**src/rtl/alu_iter.sv**
```systemverilog
// alu_iter: iterative ALU. Single-cycle ops (add/sub/logic/shift/compare)
// finish one cycle after accept; MULU (and DIVU/REMU when the divider is
// built) run WIDTH iterations on a shared 2*WIDTH shift register.
//
// Build option: define ALU_ITER_DIV_EN to include the restoring divider.
// Without it, ops 12/13 behave like undefined ops.
//
// Ports:
//   clock, reset      rising-edge clock, synchronous active-high reset
//   start             accept op/a/b/carry_in when the FSM is idle
//   op[4:0]           operation code
//   a, b [WIDTH]      operands, sampled on accept
//   carry_in          carry/borrow for ADDC/SUBC
//   busy              high while an iterative op runs
//   done              one-cycle pulse; result/flags held until next done
//   result [WIDTH]    result
//   carry_out, zero_out, neg_out, over_out   flags
module alu_iter #(
  parameter int WIDTH = 32
) (
  input  logic             clock,
  input  logic             reset,
  input  logic             start,
  input  logic [4:0]       op,
  input  logic [WIDTH-1:0] a,
  input  logic [WIDTH-1:0] b,
  input  logic             carry_in,
  output logic             busy,
  output logic             done,
  output logic [WIDTH-1:0] result,
  output logic             carry_out,
  output logic             zero_out,
  output logic             neg_out,
  output logic             over_out
);

  localparam int SW = $clog2(WIDTH);
  localparam logic [SW-1:0] LAST = SW'(WIDTH - 1);

  localparam logic [4:0] OP_ADD  = 5'd0,  OP_ADDC = 5'd1,  OP_SUB  = 5'd2,
                         OP_SUBC = 5'd3,  OP_AND  = 5'd4,  OP_OR   = 5'd5,
                         OP_XOR  = 5'd6,  OP_COMP = 5'd7,  OP_SHL  = 5'd8,
                         OP_SHR  = 5'd9,  OP_ASR  = 5'd10, OP_MULU = 5'd11;
`ifdef ALU_ITER_DIV_EN
  localparam logic [4:0] OP_DIVU = 5'd12, OP_REMU = 5'd13;
`endif

  typedef enum logic [1:0] {IDLE, RUN, DONE} state_t;

  state_t             state, state_nxt;
  logic [SW-1:0]      cnt;
  logic [4:0]         op_q;
  logic [WIDTH-1:0]   m_q;         // multiplicand (MULU) or divisor (DIVU/REMU)
  logic [2*WIDTH-1:0] p_q, p_nxt;  // {hi, lo} product / {rem, quotient}

  logic accept, iter_op;

  assign accept = start && (state == IDLE);

`ifdef ALU_ITER_DIV_EN
  assign iter_op = (op == OP_MULU) || (op == OP_DIVU) || (op == OP_REMU);
`else
  assign iter_op = (op == OP_MULU);
`endif

  // ---------------- FSM ----------------
  always_ff @(posedge clock) begin
    if (reset) state <= IDLE;
    else       state <= state_nxt;
  end

  always_comb begin
    state_nxt = state;
    case (state)
      IDLE:    if (accept) state_nxt = iter_op ? RUN : DONE;
      RUN:     if (cnt == LAST) state_nxt = DONE;
      DONE:    state_nxt = IDLE;
      default: state_nxt = IDLE;
    endcase
  end

  assign busy = (state == RUN);
  assign done = (state == DONE);

  // ---------------- single-cycle datapath ----------------
  logic [WIDTH:0]   ext;
  logic [WIDTH-1:0] s_res, s_src;   // s_src drives zero/neg (differs for COMP)
  logic             s_c, s_v;
  logic [SW-1:0]    sh;

  assign sh = b[SW-1:0];

  always_comb begin
    ext   = '0;
    s_res = '0;
    s_src = '0;
    s_c   = 1'b0;
    s_v   = 1'b0;
    case (op)
      OP_ADD, OP_ADDC: begin
        ext   = {1'b0, a} + {1'b0, b} + {{WIDTH{1'b0}}, (op == OP_ADDC) && carry_in};
        s_res = ext[WIDTH-1:0];
        s_src = s_res;
        s_c   = ext[WIDTH];
        s_v   = (a[WIDTH-1] == b[WIDTH-1]) && (ext[WIDTH-1] != a[WIDTH-1]);
      end
      OP_SUB, OP_SUBC, OP_COMP: begin
        // bit WIDTH of the extended difference is the borrow
        ext   = {1'b0, a} - {1'b0, b} - {{WIDTH{1'b0}}, (op == OP_SUBC) && carry_in};
        s_src = ext[WIDTH-1:0];
        s_res = (op == OP_COMP) ? a : ext[WIDTH-1:0];
        s_c   = ext[WIDTH];
        s_v   = (a[WIDTH-1] != b[WIDTH-1]) && (ext[WIDTH-1] != a[WIDTH-1]);
      end
      OP_AND: begin s_res = a & b; s_src = s_res; end
      OP_OR:  begin s_res = a | b; s_src = s_res; end
      OP_XOR: begin s_res = a ^ b; s_src = s_res; end
      // Shifts carry one guard bit so the last bit out lands in it;
      // a zero count leaves the guard at 0.
      OP_SHL: begin
        ext   = {1'b0, a} << sh;
        s_res = ext[WIDTH-1:0];
        s_src = s_res;
        s_c   = ext[WIDTH];
      end
      OP_SHR: begin
        ext   = {a, 1'b0} >> sh;
        s_res = ext[WIDTH:1];
        s_src = s_res;
        s_c   = ext[0];
      end
      OP_ASR: begin
        ext   = $signed({a, 1'b0}) >>> sh;
        s_res = ext[WIDTH:1];
        s_src = s_res;
        s_c   = ext[0];
      end
      default: ;  // undefined ops: everything 0, zero_out follows from s_src
    endcase
  end

  // ---------------- iterative datapath ----------------
  logic [WIDTH:0]   hi_sum;
  logic [WIDTH-1:0] i_res;
  logic             i_c, i_v;
`ifdef ALU_ITER_DIV_EN
  logic [2*WIDTH:0] shl_p;
  logic [WIDTH:0]   top, top_d;
`endif

  always_comb begin
    hi_sum = '0;
    p_nxt  = p_q;
    i_res  = '0;
    i_c    = 1'b0;
    i_v    = 1'b0;
`ifdef ALU_ITER_DIV_EN
    shl_p  = '0;
    top    = '0;
    top_d  = '0;
`endif
    if (op_q == OP_MULU) begin
      // shift-add: conditionally add multiplicand to the high half, shift right
      hi_sum = {1'b0, p_q[2*WIDTH-1:WIDTH]} + (p_q[0] ? {1'b0, m_q} : '0);
      p_nxt  = {hi_sum, p_q[WIDTH-1:1]};
      i_res  = p_nxt[WIDTH-1:0];
      i_c    = |p_nxt[2*WIDTH-1:WIDTH];
    end
`ifdef ALU_ITER_DIV_EN
    else begin
      // restoring division; a zero divisor naturally yields quotient all-ones
      // and remainder equal to the dividend
      shl_p = {p_q, 1'b0};
      top   = shl_p[2*WIDTH:WIDTH];
      if (top >= {1'b0, m_q}) begin
        top_d = top - {1'b0, m_q};
        p_nxt = {top_d[WIDTH-1:0], shl_p[WIDTH-1:1], 1'b1};
      end else begin
        p_nxt = {top[WIDTH-1:0], shl_p[WIDTH-1:0]};
      end
      i_res = (op_q == OP_REMU) ? p_nxt[2*WIDTH-1:WIDTH] : p_nxt[WIDTH-1:0];
      i_v   = (m_q == '0);
    end
`endif
  end

  // ---------------- registers ----------------
  always_ff @(posedge clock) begin
    if (reset) begin
      cnt       <= '0;
      op_q      <= '0;
      m_q       <= '0;
      p_q       <= '0;
      result    <= '0;
      carry_out <= 1'b0;
      zero_out  <= 1'b0;
      neg_out   <= 1'b0;
      over_out  <= 1'b0;
    end else begin
      case (state)
        IDLE: if (accept) begin
          op_q <= op;
          cnt  <= '0;
          if (iter_op) begin
            m_q <= (op == OP_MULU) ? a : b;
            p_q <= (op == OP_MULU) ? {{WIDTH{1'b0}}, b} : {{WIDTH{1'b0}}, a};
          end else begin
            result    <= s_res;
            carry_out <= s_c;
            zero_out  <= (s_src == '0);
            neg_out   <= s_src[WIDTH-1];
            over_out  <= s_v;
          end
        end
        RUN: begin
          p_q <= p_nxt;
          cnt <= cnt + SW'(1);
          if (cnt == LAST) begin
            result    <= i_res;
            carry_out <= i_c;
            zero_out  <= (i_res == '0);
            neg_out   <= i_res[WIDTH-1];
            over_out  <= i_v;
          end
        end
        default: ;
      endcase
    end
  end

endmodule

```
**config.mk**
```make
export PLATFORM = sky130hd
export DESIGN_NAME = alu_iter
export DESIGN_NICKNAME = d
export VERILOG_FILES = /design/src/rtl/alu_iter.sv
export SDC_FILE = /design/constraint.sdc
export NUM_CORES = 1
export LEC_CHECK = 0
export CELL_PAD_IN_SITES_DETAIL_PLACEMENT = 1
export CELL_PAD_IN_SITES_GLOBAL_PLACEMENT = 2
export CORE_ASPECT_RATIO = 1.4
export CORE_UTILIZATION = 39
export DETAILED_ROUTE_END_ITERATION = 6
export PLACE_DENSITY = 0.92
export SLEW_MARGIN = 40
export SYNTH_ARGS = -nofsm -noshare
export SYNTH_HDL_FRONTEND = slang
export SYNTH_SLANG_ARGS = --single-unit
```
**constraint.sdc**
```tcl
create_clock -name clock -period 15.7 [get_ports clock]
set_input_delay 3.14 -clock clock [delete_from_list [all_inputs] [get_ports clock]]
set_output_delay 3.14 -clock clock [all_outputs]
set_load 0.02 [all_outputs]
```
=== Word-level counts from Yosys, hierarchy flattened ===
Index checks and enable logic that the tools add are counted.

* Flip-flop bits (word level): 144
* Input bits: 73
* Output and inout port bits: 38
* Word-level logic and storage cells: 103

* Add/sub/neg operators: 6
* Eq/ne operators: 24
* Shifts and indexed selects: 3
* Mux-type cells: 38
* Bitwise operators: 3
* Reduce and logical (&&, ||, !) cells: 19

{| class="wikitable"
|+ Operator list
! cell !! number
|-
| 32-bit case mux with 8 select lines || 2
|-
| 32-bit two-way mux || 6
|-
| 64-bit two-way mux || 3
|-
| 64-bit case mux with 2 select lines || 1
|-
| 32-bit by 32-bit adder with 33-bit output || 2
|-
| 32-bit zero test || 2
|-
| 32-bit case mux with 2 select lines || 1
|-
| 33-bit by 1-bit adder with 33-bit output || 1
|-
| 32-bit by 5-bit << shifter with 33-bit output || 1
|-
| 33-bit by 5-bit right shift with 33-bit output || 1
|-
| 33-bit by 5-bit >>> shifter with 33-bit output || 1
|-
| 32-bit by 32-bit subtractor with 33-bit output || 1
|-
| 33-bit by 1-bit subtractor with 33-bit output || 1
|-
| 32-bit AND || 1
|-
| 32-bit OR || 1
|-
| 32-bit OR reduction || 1
|-
| 32-bit bitwise XOR || 1
|-
| 5-bit by 4-bit == test with 1-bit output, second input constant || 5
|-
| 5-bit by 3-bit == test with 1-bit output, second input constant || 4
|-
| 1-bit two-way mux || 13
|-
| 5-bit by 2-bit == test with 1-bit output, second input constant || 2
|-
| 1-bit case mux with 2 select lines || 5
|-
| 5-bit case mux with 2 select lines || 1
|-
| 4-bit AND reduction || 2
|-
| 21 further kinds || 34
|}

=== Longest topological paths before layout ===
Gate-level depths: netlist (run 1).

* Depth in word-level cells: 9
* Gate-level depth with buffers: 22
* Depth with buffers taken out: 19

=== Least setup slack after synthesis (run 1) ===
No wires, ideal clock.

* Kind: input to register
* Start point: input b[3]
* End point: register zero_out
* Library setup time: 0.060 ns
* Arrival time: 7.845 ns
* Data required time: 15.640 ns
* Setup slack: 7.795 ns
* Stages: 18
* Path buffers: 4
* Cell sequence: buf_2 inv_1 buf_1 clkbuf_1 clkbuf_1 ha_1 ha_1 nor3_1 a2111oi_1 a41oi_2 o31ai_2 a21oi_2 o21ai_0 xor2_1 or4_1 or4_1 o31ai_1 a41o_1

* Longest elaborated chain between the ends: 7
* Elaborated cells between the ends (all ways): 15
* Those cells by class: 4 x add/sub; 3 x shift; 4 x mux; 3 x bitwise; 1 x reduce/logical

{| class="wikitable"
|+ RTL lines
! item !! RTL line !! RTL
|-
| start, declared || 26 || <nowiki>input logic [WIDTH-1:0] b,</nowiki>
|-
| 32-bit by 32-bit subtractor with 33-bit output / 32-bit by 32-bit adder with 33-bit output (equally long branches) || 109, 101 ||
|-
| 33-bit by 1-bit subtractor with 33-bit output / 33-bit by 1-bit adder with 33-bit output (equally long branches) || 109, 101 ||
|-
| 32-bit case mux with 8 select lines (*) || 99 || <nowiki>case (op)</nowiki>
|-
| 32-bit zero test (*) || 210 || <nowiki>zero_out <= (s_src == '0);</nowiki>
|-
| 1-bit two-way mux (*) || 204 || <nowiki>if (iter_op) begin</nowiki>
|-
| 1-bit two-way mux (*) || 201 || <nowiki>IDLE: if (accept) begin</nowiki>
|-
| 1-bit case mux with 2 select lines (*) || 200 || <nowiki>case (state)</nowiki>
|-
| end signal, assigned || 210 ||
|-
| end signal, assigned || 221 || <nowiki>zero_out <= (i_res == '0);</nowiki>
|-
| end, declared || 32 || <nowiki>output logic zero_out,</nowiki>
|}

Mark *: on every way between the ends. The rest lies on a longest branch, timed or not. The select of a mux whose other input is x is not followed.
A chain may end at the register's enable or synchronous reset.

=== Worst setup path in the final report (run 1) ===
* Start point: input op[3]
* End point: register zero_out

* Longest elaborated chain between the ends: 8
* Elaborated cells between the ends (all ways): 25
* Those cells by class: 2 x add/sub; 12 x eq/ne; 4 x mux; 7 x reduce/logical

{| class="wikitable"
|+ RTL lines
! item !! RTL line !! RTL
|-
| start, declared || 24 || <nowiki>input logic [4:0] op,</nowiki>
|-
| 5-bit by 2-bit == test with 1-bit output / 5-bit by 1-bit == test with 1-bit output (equally long branches) || -- ||
|-
| 1-bit logical AND (on tied branches) || 109, 101 ||
|-
| 33-bit by 1-bit subtractor with 33-bit output / 33-bit by 1-bit adder with 33-bit output (equally long branches) || 109, 101 ||
|-
| 32-bit case mux with 8 select lines || 99 ||
|-
| 32-bit zero test || 210 ||
|-
| 1-bit two-way mux || 204 ||
|-
| 1-bit two-way mux || 201 ||
|-
| 1-bit case mux with 2 select lines || 200 ||
|}

Several ways; a longest one is shown, not always the timed one. The select of a mux whose other input is x is not followed.

==> flow_summary.toml, run 1 <==
[outcome]
run_status = "complete, no violations"

[global_routing]
first_global_vias = 21287
grt_busiest_layer = "met2"
grt_use_total_pct = 38.3
grt_overflow_total = 0
grtUsageMet3_pct = 5.45
use_met1_pct = 45.9
grt_pass1_wl_um = 141000
use_met2_pct = 63.8
grt_max_degree = 91
grt_antenna_before_repair = 2

[route]
totalWireLength_um = 95100
viasPerCell = 6.66
drc_errors = 0
ant_nets = 0
vias = 21236
drt-pass1-iter-count = 5
drt_iter0_drc = 2029
wl_per_cell_um = 29.8

[power]
p_switching_mw = 0.563
intPower_mw = 0.814
p_sw_share_pct = 40.9
ir_worst_vdd_mv = 0.0674
finalPower_mw = 1.38
power_frac_seq_pct = 27.7
leakagePower_nw = 8.13
power_frac_comb_pct = 42.5
clkPwrFrac_pct = 29.8
power_density_nw_per_um2 = 66.5

[cells_and_area]
antenna_cells = 0
fill_cells = 5907
drive_gt1_share_pct = 8.38
final_util_pct = 43.9
fin_cells = 3190
nNetsFinal = 2794
areaGrowthSynthToFinish_pct = 10.7

[setup_path]
startpoint = "op[3]"
reg2reg_slack_ps = 10540
endpoint = "zero_out"
r2r_start = "p_q[0]"
path_class = "in2reg"
crit_fanout = 11
crit_cells = 18
r2r_end = "carry_out"
endpoint_kind = "flop"
critPathBufInv = 2
cp_cell_sequence = "clkdlybuf4s50_1 -> nor3_1 -> buf_4 -> nand4_1 -> fa_1 -> ha_1 -> o21ai_0 -> a2111oi_2 -> a41oi_2 -> o31ai_2 -> a21oi_2 -> xnor2_1 -> nor3_1 -> nand4bb_1 -> or4_1 -> or4_1 -> o31ai_1 -> a41o_1"
crit_family = "compound AO/OA/AOI/OAI gates"
ff2ff_path_depth = 15
slowest_stage = "a2111oi_2"
max_stage_delay_ps = 640
arrival_ps = 9020
startpoint_type = "input pin"
required_ps = 16080

[cts]
cts_setup_buffers = 0
cts_tree = "yes"
cts_buffers = 17
cts_buffer_depth = 2
cts_root_buf = "clkbuf_16"
path_clk_slew_ps = 60
htree_levels = 4
clock_sinks = 144
post_cts_resized = 0
hold_buffers = 0
clock_latency_ps = 450

[floorplan]
die_x_um = 187
rows = 94
dieArea_sq_um = 48800
initial_utilization_pct = 39.6
fp.dieH_um = 261
num_io_pins = 111
design.core.area_sq_um = 47200

[synthesis]
synth-seq-cells = 144
seq_area_frac_synth_pct = 15.4
syn_inst = 2587
ys_types = 94
synth_ff_type = "dfxtp_1"
synthesis.area_sq_um = 18700
synth_edf_count = 0
syn_nets = 2826
synth.avg_cell_area_sq_um = 7.23
async_flop_share_pct = 0
yosys_warnings = 0

[timing]
report.final.slew_viol_count = 0
tightestPinTransition_ps = 939
period_share_pct = 55.0
rsz0062_at_grt = "false"
setup-violations-final = 0
period_minus_slack_ps = 8640
fmax_mhz = 116
skew_ps = 15.9
relSlewSlack_pct = 37.2
hold_violations = 0
setup_tns_ps = 0

[hold_path]
min_path_type = "reg2reg"
min_from = "m_q[21]"

[place]
gp_congestion = 1.04
io_buffer_count = 110
place_hpwl_um = 73600
dp_cells = 3159

[flow_run]
drv_cap = 0
## cell usage in the layout (no fill, tap or decap), types with 15 or more instances in the layout
cell             instances
a211oi_1                51
a21o_1                  33
a21oi_1                225
a221oi_1                29
a22oi_1                 43
a311oi_1                39
a31oi_1                 33
and2_1                  47
and3_1                  15
buf_4                   50
clkbuf_16               17
clkdlybuf4s50_1        104
dfxtp_1                144
ha_1                   161
inv_1                  119
mux2_2                  35
mux2i_1                 65
mux4_2                  46
nand2_1                338
nand2b_1                21
nand3_1                 53
nand4_1                 23
nor2_1                 277
nor3_1                  59
nor4_1                  22
o211ai_1                40
o21a_1                  16
o21ai_0                121
o22ai_1                 18
xnor2_1                 46
xor2_1                  22
## metal layers
| metal | up-vias | share of wire (%) |
|---|---|---|
| met5 | - | 0.035 |
| met1 | 10569 | 40 |
| met3 | 267 | 6.5 |
| met2 | 964 | 46 |
| li1 | 9432 | - |
| met4 | 4 | 7.3 |
## metrics by stage
step	area [sq um]	setup slack [ps]	hold WS, ps
6_report	20700	7060	452
5_1_grt	20700	6860	478
4_1_cts	20700	7140	453
3_5_place_dp	20100	6730	444
3_3_place_gp	20100	6470	438
2_1_floorplan	18700	7790	431
## power groups by stage
stage | logic (mW) | clock network, mW | registers (mW)
detailed placement | 0.568 | 0 | 0.389
floorplan | 0.353 | 0 | 0.397
global route | 0.619 | 0.427 | 0.382
global placement | 0.560 | 0 | 0.389
CTS | 0.571 | 0.415 | 0.381
finish | 0.585 | 0.410 | 0.381
## cell usage after synthesis (all sizes together), types with 7 or more instances
| master | n | area [sq um] |
|---|---|---|
| a2111oi | 8 | 71.3 |
| a211o | 8 | 70.1 |
| a211oi | 55 | 428 |
| a21o | 33 | 248 |
| a21oi | 227 | 1140 |
| a221oi | 30 | 269 |
| a22o | 7 | 61.3 |
| a22oi | 44 | 335 |
| a311oi | 39 | 342 |
| a31oi | 33 | 206 |
| and2 | 47 | 294 |
| and3 | 15 | 93.8 |
| buf | 61 | 353 |
| clkbuf | 149 | 561 |
| dfxtp | 144 | 2880 |
| ha | 161 | 2010 |
| inv | 120 | 450 |
| mux2 | 36 | 409 |
| mux2i | 66 | 673 |
| mux4 | 47 | 1060 |
| nand2 | 339 | 1270 |
| nand2b | 21 | 131 |
| nand3 | 53 | 265 |
| nand4 | 23 | 144 |
| nor2 | 279 | 1050 |
| nor2b | 14 | 87.6 |
| nor3 | 63 | 320 |
| nor4 | 24 | 150 |
| o2111ai | 11 | 96.3 |
| o211ai | 42 | 325 |
| o21a | 17 | 128 |
| o21ai | 128 | 641 |
| o21bai | 9 | 67.6 |
| o221ai | 10 | 87.6 |
| o22ai | 18 | 113 |
| o311ai | 7 | 61.3 |
| o31a | 8 | 70.1 |
| o31ai | 10 | 80.1 |
| or2 | 10 | 62.6 |
| or4 | 7 | 52.6 |
| xnor2 | 46 | 403 |
| xor2 | 22 | 193 |
## flip-flops by register name, indices dropped and copies added (netlist names)
name,count
neg_out,1
carry_out,1
op_q,5
state,2
m_q,32
over_out,1
cnt,5
result,32
p_q,64
zero_out,1
## tightest hold or removal path: cells and delay by family, from the launching register on
kind               cells  cell delay (ps)
and+or+nand+nor        1               50
AOI/OAI and AO/OA      1               50
DFF                    1              310
## cells by family (layout without fill, tap and decap cells)
logic type               count (synthesis)  count (layout)  synth area share, %
AND/OR/NAND/NOR                        929             929                 22.6
AO/OA/AOI/OAI                          800             800                 28.7
buffers and inverters                  331             310                 7.31
adder cells (fa/ha/maj)                166             166                 11.3
multiplexers                           149             149                 11.5
flip-flops                             144             144                 15.4
XOR/XNOR                                68              68                 3.19
## cell type report
cell class	instances	area (sq um)	share of cell area [%]
clock buffers	18	439	2.12
clock inverters	12	138	0.665
inverters	121	454	2.19
multi-input cells	2112	14500	70.2
flip-flops and latches	144	2880	13.9
well taps	624	781	3.77
repair buffers	159	1470	7.10
## how the worst min path moves through the flow
stage / cells past startpoint / slack [ps] / endpoint
finish: 2 / 450 / m_q[21]
global route: 2 / 480 / m_q[0]
CTS: 2 / 450 / m_q[21]
detailed placement: 2 / 440 / m_q[21]
global placement: 2 / 440 / op_q[2]
floorplan: 2 / 430 / op_q[2]
Note: power is estimated with default switching activity, not from simulation.
==> inputs of run 2 (changes only) <==
--- a/config.mk
+++ b/config.mk
@@ -8,9 +8,9 @@
 export CELL_PAD_IN_SITES_DETAIL_PLACEMENT = 1
 export CELL_PAD_IN_SITES_GLOBAL_PLACEMENT = 2
 export CORE_ASPECT_RATIO = 1.4
-export CORE_UTILIZATION = 39
+export CORE_UTILIZATION = 33
 export DETAILED_ROUTE_END_ITERATION = 6
-export PLACE_DENSITY = 0.92
+export PLACE_DENSITY = 0.84
 export SLEW_MARGIN = 40
 export SYNTH_ARGS = -nofsm -noshare
 export SYNTH_HDL_FRONTEND = slang
==> constraint.sdc (replaced) <==
create_clock -name clock -period 7.8 [get_ports clock]
set_input_delay 1.56 -clock clock [delete_from_list [all_inputs] [get_ports clock]]
set_output_delay 1.56 -clock clock [all_outputs]
set_load 0.02 [all_outputs]
==> flow_summary.toml, run 2 (synthesized netlist as in run 1, its figures left out) <==
[hold_path]
min_path_type = "reg2reg"

[floorplan]
fp.dieH_um = 284
design.core.area_sq_um = 55600
initial_utilization_pct = 33.6
dieArea_sq_um = 57600
die_x_um = 203
num_io_pins = 111
rows = 102

[flow_run]
drv_cap = 0

[place]
place_hpwl_um = 76200
gp_congestion = 1.06
placed_area_sq_um = 20500
pre_cts_slack_ps = 638
io_buffer_count = 110

[cts]
cts_root_buf = "clkbuf_16"
clock_sinks = 144
post_cts_resized = 0
cts_buffers = 17
cts_setup_buffers = 0
cts_buffer_depth = 2
cts_tree = "yes"
clock_latency_ps = 460
htree_levels = 4
hold_buffers = 0
path_clk_slew_ps = 60

[route]
vias = 21485
drc_errors = 0
viasPerCell = 6.46
totalWireLength_um = 98600
ant_nets = 0
drt-pass1-iter-count = 7
drt_iter0_drc = 1840
wl_per_cell_um = 29.7

[power]
ir_worst_vdd_mv = 0.148
power_density_nw_per_um2 = 135
leakagePower_nw = 8.28

[setup_path]
endpoint_kind = "flop"
crit_fanout = 4
arrival_ps = 7250
required_ps = 8190
startpoint_type = "input pin"
path_class = "in2reg"

[timing]
setup_tns_ps = 0
tightestPinTransition_ps = 964
setup-violations-final = 0
whs_ps = 456
fmax_mhz = 146
period_minus_slack_ps = 6860
period_share_pct = 87.9
rsz0062_at_grt = "false"
hold_violations = 0
layout_setup_ws_ps = 944
report.final.slew_viol_count = 0
relSlewSlack_pct = 35.2
skew_ps = 24.3

[cells_and_area]
antenna_cells = 0
largest_reg_flops = 64
layout_common_cells = "338 x nand2_1, 276 x nor2_1, 224 x a21oi_1"
final_area_sq_um = 21100
largest-register = "p_q"
final_common_cell = "nand2_1"
areaGrowthSynthToFinish_pct = 12.7
drive_gt1_share_pct = 9.43
reg_top3 = "p_q: 64 flops, m_q: 32 flops, result: 32 flops"
fill_cells = 6982
nNetsFinal = 2824

[global_routing]
grt_max_degree = 93
first_global_vias = 21592
grt_use_total_pct = 33.6
grt_antenna_before_repair = 3
grt_overflow_total = 0
grt_pass1_wl_um = 145000

[outcome]
run_status = "complete, no violations"
run 2: power by group:
group / internal [mW] / switching (mW) / total (mW)
clock network: 0.495 / 0.375 / 0.870
logic: 0.419 / 0.780 / 1.20
registers: 0.755 / 0.0130 / 0.768
total: 1.67 / 1.17 / 2.84
run 2: layer usage:
metal  track usage (%)  vias to the layer above  routed length, um
met5                 0                        -                 33
met4              19.9                        4               6320
met3              4.13                      288               6250
met2              55.4                      969              46000
met1              41.6                    10735              40000
li1                  -                     9489                  -
run 2: worst paths after layout:
kind | endpoint | depth (start not counted) | startpoint | slack [ps]
min | m_q[15] | 2 | m_q[15] | 460
max reg2reg | carry_out | 16 | p_q[0] | 2770
min reg2reg | m_q[15] | 2 | m_q[15] | 460
max | zero_out | 20 | op[2] | 940
run 2: through the flow:
| step | power, mW | util [%] | cells |
|---|---|---|---|
| after detailed placement | 1.94 | 36.8 | 3292 |
| after CTS | 2.81 | 37.8 | 3324 |
| after floorplan | 1.51 | - | 2587 |
| after global placement | 1.93 | 36.7 | 3292 |
| after global routing | 2.95 | 37.9 | 3326 |
| final | 2.84 | 37.9 | 3326 |
run 2: area by class of cell:
class	count	area (sq um)	area share, %
multi-input cells	2112	14500	68.9
flip-flops and latches	144	2880	13.7
clock inverters	12	146	0.695
repair buffers	189	1710	8.09
inverters	121	454	2.15
clock buffers	20	457	2.17
well taps	728	911	4.32
run 2: worst max-delay path, cell delays in order:
cell	delay (ps)
clkdlybuf4s50_1	560
nor3_1	400
buf_4	200
nand4_1	120
fa_1	570
ha_1	170
nor2_1	70
fa_1	450
nor3b_1	160
o21ai_1	460
nor2_1	100
o221ai_1	250
a211o_1	250
a21oi_1	110
a211oi_1	260
xor2_1	110
or4_1	530
or4_1	460
o31ai_1	230
a41o_1	190
==> inputs of run 3 (changes only) <==
--- a/config.mk
+++ b/config.mk
@@ -8,6 +8,7 @@
 export CELL_PAD_IN_SITES_DETAIL_PLACEMENT = 1
 export CELL_PAD_IN_SITES_GLOBAL_PLACEMENT = 2
 export CORE_ASPECT_RATIO = 1.4
+export CORE_MARGIN = 4
 export CORE_UTILIZATION = 33
 export DETAILED_ROUTE_END_ITERATION = 6
 export PLACE_DENSITY = 0.84
==> flow_summary.toml, run 3 (synthesized netlist as in run 1, its figures left out) <==
[outcome]
run_status = "complete, no violations"

[timing]
relSlewSlack_pct = 40.7
rsz0062_at_grt = "false"
hold_violations = 0
skew_ps = 14.7
period_share_pct = 86.3
fmax_mhz = 149
report.final.slew_viol_count = 0
period_minus_slack_ps = 6730
setup_tns_ps = 0
tightestPinTransition_ps = 880
setup-violations-final = 0

[hold_path]
worstHoldPathCells = 2
min_from = "m_q[18]"
min_path_type = "reg2reg"

[floorplan]
rows = 103
design.core.area_sq_um = 56300
die_x_um = 209
initial_utilization_pct = 33.2
num_io_pins = 111
dieArea_sq_um = 60600
fp.dieH_um = 290

[setup_path]
endpoint_kind = "flop"
slowest_stage = "o21ai_1"
startpoint = "op[2]"
cp_cell_sequence = "clkdlybuf4s50_1 -> nor3_1 -> buf_4 -> nand4_1 -> fa_1 -> inv_1 -> ha_1 -> nor2_1 -> fa_1 -> nor3b_1 -> o21ai_1 -> nor2_1 -> o221ai_1 -> a211o_1 -> a21oi_1 -> a211oi_1 -> xor2_1 -> or4_1 -> or4_1 -> o31ai_1 -> a41o_1"
r2r_start = "p_q[0]"
startpoint_type = "input pin"
path_class = "in2reg"
arrival_ps = 7110
crit_fanout = 7
max_stage_delay_ps = 540
required_ps = 8180
ff2ff_path_depth = 14

[place]
placed_area_sq_um = 20500
io_buffer_count = 110
place_hpwl_um = 76400
gp_congestion = 1.04
dp_cells = 3301

[cts]
cts_setup_buffers = 0
cts_tree = "yes"
cts_root_buf = "clkbuf_16"
path_clk_slew_ps = 70
clock_latency_ps = 440
cts_buffer_depth = 2
hold_buffers = 0
post_cts_resized = 0
clock_sinks = 144
cts_buffers = 17
htree_levels = 4

[cells_and_area]
final_area_sq_um = 21000
final_common_cell = "nand2_1"
layout_common_cells = "338 x nand2_1, 276 x nor2_1, 225 x a21oi_1"
final_util_pct = 37.3
drive_gt1_share_pct = 9.31
largest-register = "p_q"
fin_cells = 3334
nNetsFinal = 2824
largest_reg_flops = 64
areaGrowthSynthToFinish_pct = 12.5
reg_top3 = "p_q: 64 flops, m_q: 32 flops, result: 32 flops"

[power]
power_density_nw_per_um2 = 131
leakagePower_nw = 8.26
finalPower_mw = 2.76
ir_worst_vdd_mv = 0.128

[route]
vias = 21254
ant_nets = 0
wl_per_cell_um = 29.3
drc_errors = 0
totalWireLength_um = 97800
drt-pass1-iter-count = 5
viasPerCell = 6.37
drt_iter0_drc = 2070

[global_routing]
first_global_vias = 21590
grt_overflow_total = 0
grt_use_total_pct = 30.9
grt_antenna_before_repair = 1
grt_max_degree = 91
grt_pass1_wl_um = 143000

[flow_run]
drv_cap = 0
run 3: final cells by class:
type / instances / area, sq um
inverters: 121 / 454
fillers: 7016 / 35300
multi-input cells: 2112 / 14500
repair buffers: 189 / 1700
clock buffers: 18 / 429
diodes: 1 / 2.50
well taps: 735 / 920
clock inverters: 14 / 133
flip-flops and latches: 144 / 2880
run 3: worst max-delay path, delay by kind of cell:
kind	cells	cell delay [ps]
buffers and inverters	3	750
XOR/XNOR	1	130
AND/OR/NAND/NOR	7	1690
AO/OA/AOI/OAI	7	1890
adder cells (fa/ha/maj)	3	1110
run 3: final timing paths:
path	endpoint	slack [ps]
setup reg to reg	carry_out	2700
setup / recovery	zero_out	1070
hold / removal	m_q[18]	450
hold reg to reg	m_q[18]	450
run 3: metal layers:
| metal | global-route usage (%) | vias to the layer above | share of wire, % |
|---|---|---|---|
| met4 | 16.2 | 0 | 6.2 |
| met5 | 0 | - | 0 |
| met3 | 4.77 | 255 | 6.8 |
| met2 | 51.2 | 904 | 46 |
| li1 | - | 9478 | - |
| met1 | 38.8 | 10617 | 41 |
run 3: stage by stage:
stage	setup WS (ps)	hold WS, ps
global placement	769	439
floorplan	1470	431
global route	691	477
detailed placement	684	443
finish	1070	451
CTS	1130	452
run 3: power breakdown:
group | leakage (nW) | switching, mW | internal, mW
Combinational | 6.82 | 0.778 | 0.418
Clock | 0.267 | 0.354 | 0.443
Sequential | 1.17 | 0.0133 | 0.755
